--- config.mk ---
export PLATFORM = sky130hd
export DESIGN_NAME = snd_event_sequencer
export DESIGN_NICKNAME = d
export VERILOG_FILES = /design/src/rtl/snd_pkg.sv /design/src/rtl/snd_event_latch.sv /design/src/rtl/snd_event_sequencer.sv
export SDC_FILE = /design/constraint.sdc
export NUM_CORES = 1
export LEC_CHECK = 0
export CORE_UTILIZATION = 56
export CTS_CLUSTER_SIZE = 14
export DETAILED_ROUTE_END_ITERATION = 8
export DONT_BUFFER_PORTS = 1
export PLACE_DENSITY = 0.74
export SYNTH_ARGS = -nofsm -noshare
export SYNTH_HDL_FRONTEND = slang
export SYNTH_SLANG_ARGS = --single-unit
--- constraint.sdc ---
create_clock -name clk -period 2.62 [get_ports clk]
set_input_delay 0.131 -clock clk [delete_from_list [all_inputs] [get_ports clk]]
set_output_delay 0.131 -clock clk [all_outputs]
set_load 0.05 [all_outputs]
--- src/rtl/snd_pkg.sv ---
// snd_pkg: shared FSM states, event indices and default timing for the sound event sequencer
package snd_pkg;
   typedef enum logic [1:0] {IDLE, START, PLAY, GAP} state_t;
   localparam int NUM_EVT           = 5;
   localparam int EV_DEATH          = 0;
   localparam int EV_INTRO          = 1;
   localparam int EV_EATGHOST       = 2;
   localparam int EV_EATFRUIT       = 3;
   localparam int EV_EXTRAPAC       = 4;
   localparam int DEF_GAP_CYCLES    = 8;
   localparam int DEF_START_TIMEOUT = 16;
   localparam int DEF_WAKA_HOLD     = 2000000;
   function automatic int max2(input int a, input int b);
      return a > b ? a : b;
   endfunction
endpackage

--- src/rtl/snd_event_latch.sv ---
// snd_event_latch: pending event register with death-clear, drop detection and fixed-priority pick
module snd_event_latch
   import snd_pkg::*;
(
   input  logic               clk,
   input  logic               reset,
   input  logic [NUM_EVT-1:0] evt,
   input  logic [NUM_EVT-1:0] take,
   input  logic [NUM_EVT-1:0] playing,
   output logic [NUM_EVT-1:0] pending,
   output logic [NUM_EVT-1:0] pend_nxt,
   output logic [NUM_EVT-1:0] pick,
   output logic               dropped
);
   localparam logic [NUM_EVT-1:0] LOWER = ~(NUM_EVT'(1) << EV_DEATH);
   logic [NUM_EVT-1:0] kept, killed, dup;
   always_comb begin
      kept     = pending & ~take;
      killed   = evt[EV_DEATH] ? kept & LOWER : '0;
      dup      = evt & (kept | playing);
      pend_nxt = (kept & ~killed) | evt;
      pick     = pending & (~pending + NUM_EVT'(1));
   end
   always_ff @(posedge clk or posedge reset)
      if (reset) begin
         pending <= '0;
         dropped <= 1'b0;
      end else begin
         pending <= pend_nxt;
         dropped <= |(dup | killed);
      end
endmodule

--- src/rtl/snd_event_sequencer.sv ---
// snd_event_sequencer: game-event pulses to held one-hot sound selects; SND_PREEMPT_EN lets death preempt
module snd_event_sequencer
   import snd_pkg::*;
#(
   parameter int GAP_CYCLES    = DEF_GAP_CYCLES,
   parameter int START_TIMEOUT = DEF_START_TIMEOUT,
   parameter int WAKA_HOLD     = DEF_WAKA_HOLD
)(
   input  logic clk,
   input  logic reset,
   input  logic evt_intro,
   input  logic evt_eatghost,
   input  logic evt_death,
   input  logic evt_eatfruit,
   input  logic evt_extrapac,
   input  logic dot_eaten,
   input  logic soundEnded,
   output logic Sw_intro,
   output logic Sw_eatghost,
   output logic Sw_death,
   output logic Sw_eatfruit,
   output logic extrapac6_btnr,
   output logic Sw_waka,
   output logic busy,
   output logic dropped
);
`ifdef SND_PREEMPT_EN
   localparam bit PREEMPT = 1'b1;
`else
   localparam bit PREEMPT = 1'b0;
`endif
   localparam int CW = $clog2(max2(GAP_CYCLES, START_TIMEOUT) + 1);
   localparam int WW = $clog2(WAKA_HOLD + 1);
   state_t             state, state_n;
   logic [CW-1:0]      cnt, cnt_n;
   logic [WW-1:0]      wcnt, wcnt_n;
   logic [NUM_EVT-1:0] evt, sel, sel_n, take, pending, pend_nxt, pick;
   logic               waka_q;
   assign evt[EV_DEATH]    = evt_death;
   assign evt[EV_INTRO]    = evt_intro;
   assign evt[EV_EATGHOST] = evt_eatghost;
   assign evt[EV_EATFRUIT] = evt_eatfruit;
   assign evt[EV_EXTRAPAC] = evt_extrapac;
   snd_event_latch u_latch (
      .clk      (clk),
      .reset    (reset),
      .evt      (evt),
      .take     (take),
      .playing  (sel),
      .pending  (pending),
      .pend_nxt (pend_nxt),
      .pick     (pick),
      .dropped  (dropped)
   );
   always_comb begin
      state_n = state;
      sel_n   = sel;
      cnt_n   = cnt;
      take    = '0;
      case (state)
         IDLE:
            if (|pending) begin
               take    = pick;
               sel_n   = pick;
               state_n = START;
               cnt_n   = '0;
            end
         START:
            if (!soundEnded || cnt == CW'(START_TIMEOUT - 1)) begin
               state_n = PLAY;
               cnt_n   = '0;
            end else
               cnt_n = cnt + CW'(1);
         PLAY:
            if (soundEnded) begin
               sel_n   = '0;
               state_n = GAP;
               cnt_n   = '0;
            end
         GAP:
            if (cnt == CW'(GAP_CYCLES - 1)) begin
               state_n = IDLE;
               cnt_n   = '0;
            end else
               cnt_n = cnt + CW'(1);
      endcase
      // a preempted sound is abandoned; death stays pending and is served after the gap
      if (PREEMPT && (state == START || state == PLAY) && evt_death && !sel[EV_DEATH]) begin
         sel_n   = '0;
         state_n = GAP;
         cnt_n   = '0;
      end
   end
   assign wcnt_n = dot_eaten ? WW'(WAKA_HOLD) : (wcnt != '0 ? wcnt - WW'(1) : '0);
   always_ff @(posedge clk or posedge reset)
      if (reset) begin
         state  <= IDLE;
         sel    <= '0;
         cnt    <= '0;
         wcnt   <= '0;
         waka_q <= 1'b0;
      end else begin
         state  <= state_n;
         sel    <= sel_n;
         cnt    <= cnt_n;
         wcnt   <= wcnt_n;
         waka_q <= wcnt_n != '0 && state_n == IDLE && pend_nxt == '0;
      end
   assign Sw_death       = sel[EV_DEATH];
   assign Sw_intro       = sel[EV_INTRO];
   assign Sw_eatghost    = sel[EV_EATGHOST];
   assign Sw_eatfruit    = sel[EV_EATFRUIT];
   assign extrapac6_btnr = sel[EV_EXTRAPAC];
   assign Sw_waka        = waka_q;
   assign busy           = state != IDLE;
endmodule

### After elaboration in Yosys (flattened, before gate mapping)

Index checks and enable logic that the tools add are counted.

| word-level totals | value |
|---|---|
| bits in registers | 40 |
| output and inout bits | 8 |

| operators by class | value |
|---|---|
| $add $sub $neg | 3 |
| equal/unequal tests | 7 |
| muxes and demuxes | 17 |
| bitwise gates (word level) | 10 |
| reduce and logical (&&, ||, !) cells | 15 |

Operators with widths:

| operator | count |
|---|---|
| 2-to-1 mux 21 bit | 2 |
| nonzero test 21 bit | 2 |
| 2-to-1 mux 5 bit | 8 |
| subtractor 21 x 1 -> 21 bit, second input constant | 1 |
| bitwise AND 5 bit | 4 |
| case mux 5 bit (4 select lines) | 1 |
| inverter 5 bit | 3 |
| bitwise OR 5 bit | 3 |
| adder 5 x 1 -> 5 bit, second input constant | 2 |
| case mux 5 bit (2 select lines) | 1 |
| OR reduction 5 bit | 2 |
| 2-to-1 mux 2 bit | 4 |
| case mux 2 bit (4 select lines) | 1 |
| == test 5 x 3 -> 1 bit, second input constant | 1 |
| == test 5 x 4 -> 1 bit, second input constant | 1 |
| logical NOT 5 bit | 1 |
| == test 2 bit, second input constant | 2 |
| logical NOT 2 bit | 2 |
| inequality test 2 bit, second input constant | 2 |
| nonzero test 2 bit | 2 |
| AND reduction 3 bit | 1 |
| == test 2 x 1 -> 1 bit, second input constant | 1 |
| logical AND 1 bit | 2 |
| AND reduction 2 bit | 1 |
| other kinds (2) | 2 |

### Logic depth before layout (Yosys ltp)

Gate-level depths: netlist (run 1).

| logic depth | value |
|---|---|
| depth after elaboration | 13 |
| gate-level depth with buffers | 9 |
| depth with buffers taken out | 9 |

### Cells and area by module

From an unflattened synthesis (run 1), not the netlist that was laid out.

| unflattened totals | value |
|---|---|
| cell total of the unflattened synthesis | 234 |
| area, all modules | 2192.1 µm² |

By module, submodules not included:

| module | times used | cells an instance | area an instance (µm²) | seq. area each (µm²) |
|---|---|---|---|---|
| snd_event_sequencer | 1 | 201 | 1853.0 | 850.8 |
| snd_event_latch | 1 | 33 | 339.1 | 150.1 |

### Least setup slack after synthesis (run 1)

OpenSTA, ideal clock, no wires.

| path | value |
|---|---|
| path type | register -> register |
| start | register wcnt[0] |
| end | register waka_q, in the netlist Sw_waka |
| arrival | 2.389 ns |
| data required time | 2.496 ns |
| slack | 0.107 ns |
| stages on the path, launching flop included | 9 |
| clock period less this slack | 2.513 ns |
| cell sequence | dfrtp_1 inv_1 ha_1 nor3b_2 nand2_1 or3_1 or2_0 a2111o_1 o31a_1 |

| on the way | value |
|---|---|
| longest elaborated chain between the ends | 6 |
| elaborated cells on any way between the ends | 7 |
| classes of those cells | 1 x add/sub; 2 x mux; 4 x reduce/logical |

RTL lines:

| item | line | RTL |
|---|---|---|
| from (decl) | snd_event_sequencer.sv:36 | `logic [WW-1:0] wcnt, wcnt_n;` |
| from (signal assigned) | snd_event_sequencer.sv:106 | `wcnt <= wcnt_n;` |
| subtractor 21 x 1 -> 21 bit / nonzero test 21 bit (equally long branches) | snd_event_sequencer.sv:94 | `assign wcnt_n = dot_eaten ? WW'(WAKA_HOLD) : (wcnt != '0 ? wcnt - WW'(1) : '0);` |
| 2-to-1 mux 21 bit (*) (2 in a row) | snd_event_sequencer.sv:94 |  |
| nonzero test 21 bit (*) | snd_event_sequencer.sv:107 | `waka_q <= wcnt_n != '0 && state_n == IDLE && pend_nxt == '0;` |
| logical AND 1 bit (*) (2 in a row) | snd_event_sequencer.sv:107 |  |
| to (signal assigned) | snd_event_sequencer.sv:101 | `waka_q <= 1'b0;` |
| to (signal assigned) | snd_event_sequencer.sv:107 |  |
| to (decl) | snd_event_sequencer.sv:38 | `logic waka_q;` |

Every way passes the cells marked *; elsewhere a longest branch is shown, timed or not.
A chain may end at the register's enable or synchronous reset.

### Worst setup path after layout (run 1)

| path | value |
|---|---|
| start | register wcnt[10] |
| end | register waka_q, in the netlist Sw_waka |

| on the way | value |
|---|---|
| longest elaborated chain between the ends | 6 |
| elaborated cells on any way between the ends | 7 |
| classes of those cells | 1 x add/sub; 2 x mux; 4 x reduce/logical |

RTL lines:

| item | line |
|---|---|
| subtractor 21 x 1 -> 21 bit / nonzero test 21 bit (equally long branches) | snd_event_sequencer.sv:94 |
| 2-to-1 mux 21 bit (*) (2 in a row) | snd_event_sequencer.sv:94 |
| via wcnt_n[20] | snd_event_sequencer.sv:36 |
| nonzero test 21 bit (*) | snd_event_sequencer.sv:107 |
| logical AND 1 bit (*) (2 in a row) | snd_event_sequencer.sv:107 |

The timed path passes the listed nets; every way through them passes the cells marked *.

==> impl_metrics.yaml, run 1 <==
outcome:
  outcome: "complete, no violations"
sta:
  hold_viol_final: 0
  min_period_ns: 2.560
  tightest_slew_ns: 0.5113
  setup_ws_ns: 0.05972
  fin_crit_sh: 0.9772
  setup_tns_ns: 0
  fmax_mhz: 390.6
  setup_viol_count_final: 0
  drv_slew: 0
  relSlewSlack: 0.6560
  fin_worst_skew_ns: 0.01043
setup_path:
  cp.arrival_ns: 2.73
  slowest_delay_ns: 0.56
  crit_path_max_fanout: 4
  crit_type: "reg2reg"
  cpMaxStageDelayCell: "or4_1"
  crit_chain: "or4_1 > or4_4 > nor2_2 > a31oi_1 > a2111o_1 > o31a_1"
  cp.required_ns: 2.79
  crit_start: "wcnt[10]"
  r2r-start: "wcnt[10]"
  rrSetupSlack_ns: 0.06
  endpoint_kind: "flop"
  start_kind: "flop"
finish:
  fillers: 282
  stdcell_count: 285
  finalInstanceArea_um2: 2400
  synthToLayoutAreaGrowth_pct: 13.76
  layout.nets: 250
  regArea_um2: 1001
  multiInputGateArea_um2: 1089
  num_antenna_cells: 0
  layout-drive-gt1-share: 0.1088
floorplanning:
  fp.dieW_um: 63.38
  initial_core_util: 0.6082
  die_height_um: 63.38
  core_area_um2: 3468
  core.rowCount: 21
  die_area_um2: 4016
  io_pins: 17
global_routing:
  grt_max_degree: 41
  grt_pass1_vias: 1800
  grt_use_total: 0.2452
  grt_pass1_wl_um: 7748
  antenna_found_initial: 0
  grt-ovfl-total: 0
placement:
  routabilityCongestion: 0.8956
  place_area_um2: 2212
  io_buffers: 0
  dp_hpwl_um: 3178
  place_ws_ns: 0.09777
  dp_cells: 270
yosys:
  ys_types: 50
  synth_edf_count: 0
  yosysWarnings: 0
  ys_seq_area_frac: 0.4745
  postSynthAreaPerCell_um2: 9.545
  synth_top_cell_area_share: 0.4745
  syn_inst: 221
  synth_nets: 233
  synth_area_leaders: "dfrtp_1 (47%), nor2_1 (4.4%), nand2_1 (2.5%)"
  ys.flop_type: "dfrtp_1"
  synth_most_common_cell: "dfrtp_1"
  ys_seq_elements: 40
  yosysTopAreaCell: "dfrtp_1"
  ys_top_cells_by_count: "dfrtp_1 (40), nor2_1 (25), nand2_1 (14), a21oi_1 (10), nor3_1 (10)"
  netlist_area_um2: 2110
  postSynth.asyncResetShare: 1.000
clock_network:
  cts_tree: "done"
  clkTransAtPathRegs_ns: 0.07
  root_buffer: "clkbuf_8"
  postCtsSetupRepairBufs: 0
  cts_inserted_buffers: 5
  insertion_delay_ns: 0.29
  cts_sinks: 40
  max-clock-path-buffers: 2
  cts_max_level: 2
routing:
  drt-initial-drc-count: 185
  drc: 0
  drtAntennaViolNets: 0
  drtPass1Iterations: 4
  totalWireLength_um: 4459
  vias_per_cell: 6.126
  wl_per_cell_um: 15.65
  vias: 1746
min_path:
  worstHoldStart: "evt_death"
  hp-class: "in2reg"
pwr:
  power.density_nw_per_um2: 702.5
  peakVddDrop_v: 0.0005540
  leakage_nw: 0.9283
job:
  cap_violations: 0
[timing repair]
item	4_1_cts	5_1_grt
endpoints found under the hold margin	52	0
hold buffers	7	0
setup endpoints to repair	0	1
resized for setup	0	5
[report_power, final]
group / total (mW) / internal [mW] / leakage, nW / switching (mW)
sequential: 0.850 / 0.701 / 0.480 / 0.149
clock: 0.414 / 0.210 / 0.0510 / 0.204
combinational: 0.421 / 0.192 / 0.397 / 0.229
[area by class of cell]
cell class	count	area share
Clock buffer	6	0.03441
Clock inverter	2	0.004171
Inverter	6	0.009385
Multi-Input combinational cell	169	0.4536
Sequential cell	40	0.4171
Tap cell	46	0.02398
Timing Repair Buffer	16	0.05735
[cell families after synthesis]
kind of cell | after synthesis | share of synthesized area
AO/OA/AOI/OAI | 53 | 0.1732
XOR/XNOR | 11 | 0.04567
adder cells (fa/ha/maj) | 5 | 0.02729
buffers and inverters | 12 | 0.02135
flip-flops | 40 | 0.4745
AND/OR/NAND/NOR | 100 | 0.2580
[sequential cells by signal, indices dropped and copies added (netlist names)]
signal / count
u_latch.pending: 5
Sw_waka: 1
state: 2
sel: 5
wcnt: 21
cnt: 5
u_latch.dropped: 1
[stage by stage]
stage	util	total power, mW	hold slack (ns)
after global routing	0.6919	1.794	0.02301
after detailed placement	0.6378	1.252	0.1695
after floorplan	-	1.138	0.2233
after global placement	0.6378	1.231	0.1667
after CTS	0.6847	1.682	0.008081
final	0.6919	1.686	0.02090
[placed cells by master, fill, tap and decap left out, types with 2 or more instances in the layout]
cell type	count
dfrtp_1	40
nor2_1	25
nand2_1	14
nor3_1	10
a21oi_1	10
o21ai_0	9
buf_4	9
nand2b_1	7
dlygate4sd3_1	7
or3_1	6
o21bai_1	6
inv_1	6
nor4_1	6
nor2b_1	6
xnor2_1	6
clkbuf_8	6
o31ai_1	5
xor2_1	5
nand3_1	5
or4_1	3
a22o_1	3
a21o_1	2
a31oi_1	2
o31a_1	2
or2_1	2
o21a_1	2
o41ai_1	2
nand4_1	2
maj3_1	2
a32o_1	2
ha_1	2
clkinv_2	2
[critical path: cells and delay by family, from the launching register on]
kind               cells  cell delay [ns]
and+or+nand+nor        3             1.24
AOI/OAI and AO/OA      3             0.80
DFF                    1             0.41
[layer usage]
metal  wire [um]  track usage  up-vias  share of wire
met5           0            0        -              0
met4          53       0.1080        0          0.012
met3         154      0.04167        5          0.035
met2        2210       0.4003       35           0.50
met1        2040       0.3180      861           0.46
li1            -            -      845              -
[path summary, 6_finish.rpt]
check                           depth (start not counted)               to
worst min register to register                          1          wcnt[0]
worst min-delay path                                    2  u_latch.dropped
max in group asynchronous                               3         wcnt[19]
worst max register to register                          6          Sw_waka
worst max-delay path                                    6          Sw_waka
min in group asynchronous                               3         wcnt[14]
No activity file was read; power rests on OpenSTA's default activity.
==> run 2, diff against run 1 <==
--- a/config.mk
+++ b/config.mk
@@ -5,11 +5,13 @@
 export SDC_FILE = /design/constraint.sdc
 export NUM_CORES = 1
 export LEC_CHECK = 0
-export CORE_UTILIZATION = 56
+export CELL_PAD_IN_SITES_DETAIL_PLACEMENT = 0
+export CELL_PAD_IN_SITES_GLOBAL_PLACEMENT = 1
+export CORE_UTILIZATION = 44
 export CTS_CLUSTER_SIZE = 14
 export DETAILED_ROUTE_END_ITERATION = 8
 export DONT_BUFFER_PORTS = 1
-export PLACE_DENSITY = 0.74
+export PLACE_DENSITY_LB_ADDON = 0.1
 export SYNTH_ARGS = -nofsm -noshare
 export SYNTH_HDL_FRONTEND = slang
 export SYNTH_SLANG_ARGS = --single-unit
==> run 2 against run 1 <==
Net effect:
- the flow now finishes with violations (DRC)
- sequential share of layout area decreased by 1.3 points
- critical path depth is the same
- largest cell class unchanged
- sequential power fell by 0.6%
- non-clock buffer count grew 3
- cell area increased by 3.3%
==> impl_metrics.yaml, run 2 (synthesis gave the netlist of run 1 again) <==
min_path:
  hp-class: "in2reg"
floorplanning:
  core.rowCount: 24
  die_height_um: 71.24
  die_area_um2: 5075
  fp.dieW_um: 71.24
  initial_core_util: 0.4715
  io_pins: 17
  core_area_um2: 4474
setup_path:
  endpoint_kind: "flop"
  crit_path_max_fanout: 4
  start_kind: "flop"
  cp.required_ns: 2.80
  cp.arrival_ns: 2.69
  crit_type: "reg2reg"
pwr:
  leakage_nw: 0.9646
  peakVddDrop_v: 0.0004933
  power.density_nw_per_um2: 733.9
  p_total_mw: 1.820
sta:
  fin_worst_skew_ns: 0.004478
  hold_viol_final: 0
  setup_tns_ns: 0
  tightest_slew_ns: 0.5146
  relSlewSlack: 0.6569
  min_period_ns: 2.514
  fmax_mhz: 397.8
  setup_viol_count_final: 0
  drv_slew: 0
  fin_crit_sh: 0.9594
  setup_ws_ns: 0.1064
  fin_hold_ws_ns: 0.01644
  rsz0062_at_grt: "false"
routing:
  drc: 2
  vias: 1754
  drtPass1Iterations: 6
  drt-initial-drc-count: 105
  drtAntennaViolNets: 0
  vias_per_cell: 5.966
  totalWireLength_um: 4698
  wl_per_cell_um: 15.98
placement:
  place_ws_ns: 0.09262
  place_area_um2: 2235
  dp_hpwl_um: 3280
  dp_cells: 278
  io_buffers: 0
  routabilityCongestion: 0.8227
finish:
  largest_register: "wcnt"
  largest_reg_flops: 21
  final_common_cell: "dfrtp_1"
  layout-drive-gt1-share: 0.1281
  fillers: 435
  num_antenna_cells: 0
  stdcell_count: 294
  finalInstanceArea_um2: 2480
  post-route-util: 0.5543
  layout_common_cells: "dfrtp_1 (40), nor2_1 (25), nand2_1 (14)"
  layout.nets: 253
  synthToLayoutAreaGrowth_pct: 17.56
global_routing:
  grt_use_total: 0.2092
  grt_pass1_wl_um: 8293
  grt_max_degree: 41
  antenna_found_initial: 0
  grt_pass1_vias: 1787
  grt-ovfl-total: 0
clock_network:
  cts_max_level: 2
  max-clock-path-buffers: 2
  cts_inserted_buffers: 5
  cts_tree: "done"
  clkTransAtPathRegs_ns: 0.08
  cts_sinks: 40
  root_buffer: "clkbuf_8"
  insertion_delay_ns: 0.29
outcome:
  violations: "DRC"
  outcome: "complete, but fails checks"
job:
  cap_violations: 0
[run 2: layer usage]
metal / vias up / global-route usage / wire length [um]
li1: 853 / - / -
met1: 851 / 0.2946 / 2287
met2: 48 / 0.3270 / 2199
met3: 2 / 0.04219 / 190
met4: 0 / 0.06444 / 21
met5: - / 0 / 0
[run 2: final timing paths]
check / start / to / slack, ns / cells past startpoint
min in group asynchronous: reset / cnt[0] / 0.40 / 3
min: dot_eaten / wcnt[20] / 0.02 / 2
max reg2reg: wcnt[10] / Sw_waka / 0.11 / 6
max: wcnt[10] / Sw_waka / 0.11 / 6
min reg2reg: cnt[4] / cnt[4] / 0.53 / 2
max in group asynchronous: reset / wcnt[12] / 1.85 / 3
[run 2: repair_timing]
item / 4_1_cts / 5_1_grt
setup buffers: 0 / 1
gates resized for setup: 0 / 8
hold endpoints to repair: 53 / 0
hold buffers: 7 / 0
setup endpoints to repair: 0 / 1
[run 2: layout make-up]
cell class	count	area, um^2	share of cell area
clock buffer	7	96.34	0.03885
clock inverter	1	30.03	0.01211
inverter	6	22.52	0.009082
multi-input combinational	169	1105	0.4455
sequential	40	1001	0.4036
tap	52	65.06	0.02624
timing repair buffer	19	160.2	0.06458
[run 2: worst max-delay path: stages, from the launching register on]
cell	delay, ns
dfrtp_1	0.41
or4_4	0.55
or4_4	0.54
or2_1	0.30
o21a_1	0.20
o21a_1	0.18
o31a_1	0.23
[run 2: power breakdown]
group	leakage, nW	internal [mW]	switching [mW]	total [mW]
registers	0.480	0.701	0.143	0.845
clock network	0.0645	0.336	0.210	0.547
logic	0.420	0.192	0.237	0.429
total	0.965	1.23	0.591	1.82
==> run 3, diff against run 2 <==
--- a/config.mk
+++ b/config.mk
@@ -5,9 +5,10 @@
 export SDC_FILE = /design/constraint.sdc
 export NUM_CORES = 1
 export LEC_CHECK = 0
+export ABC_AREA = 1
 export CELL_PAD_IN_SITES_DETAIL_PLACEMENT = 0
 export CELL_PAD_IN_SITES_GLOBAL_PLACEMENT = 1
-export CORE_UTILIZATION = 44
+export CORE_UTILIZATION = 42
 export CTS_CLUSTER_SIZE = 14
 export DETAILED_ROUTE_END_ITERATION = 8
 export DONT_BUFFER_PORTS = 1
==> run 3 against run 2 <==
Net effect:
- the flow now finishes without violations
- utilization shrank 6.1 points
- sequential share of layout area shrank 1.2 points
- area after synthesis grew 8.1%
- setup slack gained 0.39 ns
- via count grew 7.1%
- non-clock buffer count shrank 12
- total power grew 3.0%
- clock power grew 7.1%
- critical path depth grew 7
- synthesized cell count grew 38%
- sequential power shrank 4.0%
- largest power group unchanged
- highest routed layer unchanged
==> impl_metrics.yaml, run 3 <==
outcome:
  outcome: "complete, no violations"
yosys:
  synthSimpleGateAreaFrac: 0.3445
  synth_edf_count: 0
  synth_compound_area_frac: 0.08832
  synth-xor-area-share: 0.01536
  postSynthAreaPerCell_um2: 7.503
  synth_top_family_by_area: "simple AND/OR/NAND/NOR gates"
  ys.flop_type: "dfrtp_1"
  synth_most_common_cell: "nand2_1"
  yosysTopAreaCell: "dfrtp_1"
  synthAdderAreaFrac: 0.01646
  ys_types: 35
  synth_area_leaders: "dfrtp_1 (44%), nand2_1 (12%), inv_1 (8.6%)"
  ys_seq_area_frac: 0.4388
  synth_mux_area_frac: 0.004388
  yosysWarnings: 0
  postSynth.asyncResetShare: 1.000
  ys_seq_elements: 40
  synth_nets: 316
  ys_top_cells_by_count: "nand2_1 (75), inv_1 (52), nor2_1 (46), dfrtp_1 (40), nand3_1 (19)"
  syn_inst: 304
  netlist_area_um2: 2281
  synth_top_cell_area_share: 0.4388
placement:
  dp_hpwl_um: 3834
  routabilityCongestion: 0.7852
  place_area_um2: 2365
  io_buffers: 0
routing:
  vias_per_cell: 4.853
  wl_per_cell_um: 12.86
  vias: 1878
  drtAntennaViolNets: 0
  drtPass1Iterations: 4
  top_layer: "met4"
  wl_met3_um: 166
  totalWireLength_um: 4978
  drc: 0
  wl_met2_um: 2501
  drt-initial-drc-count: 111
  wl_met1_um: 2251
pwr:
  power.switching_uw: 630.9
  p_total_mw: 1.875
  intPower_mw: 1.244
  combPwrFrac: 0.255
  peakVddDrop_v: 0.0004936
  seqPwrFrac: 0.433
  power.density_nw_per_um2: 734.1
  leakage_nw: 1.330
  clkPwrFrac: 0.313
  p_sw_frac: 0.3365
floorplanning:
  initial_core_util: 0.4410
  die_height_um: 75.70
  core_area_um2: 5172
  fp.dieW_um: 75.70
  core.rowCount: 26
  io_pins: 17
  die_area_um2: 5730
clock_network:
  cts_sinks: 40
  cts_tree: "done"
  insertion_delay_ns: 0.29
  cts_inserted_buffers: 5
  max-clock-path-buffers: 2
  clkTransAtPathRegs_ns: 0.08
  root_buffer: "clkbuf_8"
  cts_max_level: 2
min_path:
  hold_path_end: "u_latch.dropped"
  worstHoldStart: "evt_extrapac"
  hp-class: "in2reg"
  hold_depth: 2
sta:
  rsz0062_at_grt: "false"
  relSlewSlack: 0.5434
  tightest_slew_ns: 0.6808
  setup_viol_count_final: 0
  fin_hold_ws_ns: 0.003164
  drv_slew: 0
  hold_viol_final: 0
  fin_worst_skew_ns: 0.002569
  min_period_ns: 2.121
  fmax_mhz: 471.5
  fin_crit_sh: 0.8095
  setup_tns_ns: 0
setup_path:
  crit_path_max_fanout: 11
  crit_type: "reg2reg"
  r2r_end: "Sw_waka"
  critPathMostFrequentCell: "nand2_1"
  reg2reg_depth: 13
  crit_chain: "inv_1 > ha_1 > nand2_4 > nor2_8 > nand3_4 > nand2_4 > inv_2 > nand2_1 > nand2_1 > nor2_1 > nand2_1 > nor2_1 > a21oi_1"
  cp.required_ns: 2.80
  start_kind: "flop"
  r2r-start: "wcnt[0]"
  rrSetupSlack_ns: 0.50
  slowest_delay_ns: 0.38
  cpMaxStageDelayCell: "dfrtp_1"
  cp.arrival_ns: 2.30
  endpoint_kind: "flop"
finish:
  layout.nets: 329
  layout_common_cells: "nand2_1 (75), inv_1 (52), nor2_1 (46)"
  final_common_cell: "nand2_1"
  layout-drive-gt1-share: 0.07571
  largest_register: "wcnt"
  finalInstanceArea_um2: 2554
  synthToLayoutAreaGrowth_pct: 11.96
  post-route-util: 0.4937
  largest_reg_flops: 21
  num_antenna_cells: 0
global_routing:
  grt_pass1_wl_um: 8307
  grt_use_total: 0.1975
  grt_max_degree: 41
  grt_pass1_vias: 1821
  grt-ovfl-total: 0
  antenna_found_initial: 0
job:
  cap_violations: 0
-- run 3: cell count changes after synthesis, moves of 7 or more --
cell      change
nor3_1        -7
nor2_1       +21
nand3_1      +14
nand2_1      +61
nand2b_1      -7
inv_1        +46
-- run 3: final cells by class --
type                       instances  area, um^2
timing repair buffer               7       67.56
inverter                          53       198.9
clock buffer                       5       68.82
clock inverter                     2       60.06
sequential                        40        1001
fill                             535        2619
tap                               70       87.58
multi-input combinational        210        1070
-- run 3: worst max-delay path, delay by kind of cell (launching register included) --
kind,cells,cell delay [ns]
AND/OR/NAND/NOR,9,1.11
buffers and inverters,2,0.17
AO/OA/AOI/OAI,1,0.06
adder cells (fa/ha/maj),1,0.28
flip-flops,1,0.38
-- run 3: through the flow --
stage	std cells	setup WS, ns
6_report	387	0.4991
5_1_grt	387	0.2703
4_1_cts	387	0.4882
3_5_place_dp	374	0.5063
3_3_place_gp	374	0.4961
2_1_floorplan	304	0.8881
-- run 3: power groups by stage --
| stage | sequential, mW | clock, mW | combinational [mW] |
|---|---|---|---|
| floorplan | 0.802 | 0 | 0.373 |
| global placement | 0.821 | 0 | 0.473 |
| detailed placement | 0.822 | 0 | 0.467 |
| CTS | 0.809 | 0.603 | 0.480 |
| global route | 0.824 | 0.629 | 0.546 |
| finish | 0.811 | 0.586 | 0.477 |
-- run 3: timing repair --
action,CTS,global route
endpoints found under the hold margin,48,0
setup endpoints to repair,0,0
setup buffers,0,0
resized for setup,0,0
hold buffers,6,0
-- run 3: worst max path at each step --
stage	startpoint	endpoint	slack, ns	depth (start not counted)
after floorplan	cnt[0]	Sw_waka	0.89	11
after global routing	wcnt[0]	Sw_waka	0.27	13
after detailed placement	wcnt[0]	Sw_waka	0.51	13
after CTS	wcnt[0]	Sw_waka	0.49	13
after global placement	wcnt[0]	Sw_waka	0.50	13
final	wcnt[0]	Sw_waka	0.50	13
-- run 3: logic make-up (layout without fill, tap and decap cells) --
| logic type | count (synthesis) | count (layout) |
|---|---|---|
| AOI/OAI and AO/OA | 33 | 33 |
| xor gates and xnor gates | 4 | 4 |
| adders and majority gates | 3 | 3 |
| buffers and inverters | 54 | 67 |
| DFF | 40 | 40 |
| muxes | 1 | 1 |
| and+or+nand+nor | 169 | 169 |
-- run 3: layer usage --
| metal | vias to the layer above | global-route usage |
|---|---|---|
| met3 | 6 | 0.04630 |
| li1 | 983 | - |
| met2 | 26 | 0.3413 |
| met5 | - | 0 |
| met1 | 863 | 0.2477 |
| met4 | 0 | 0.05556 |
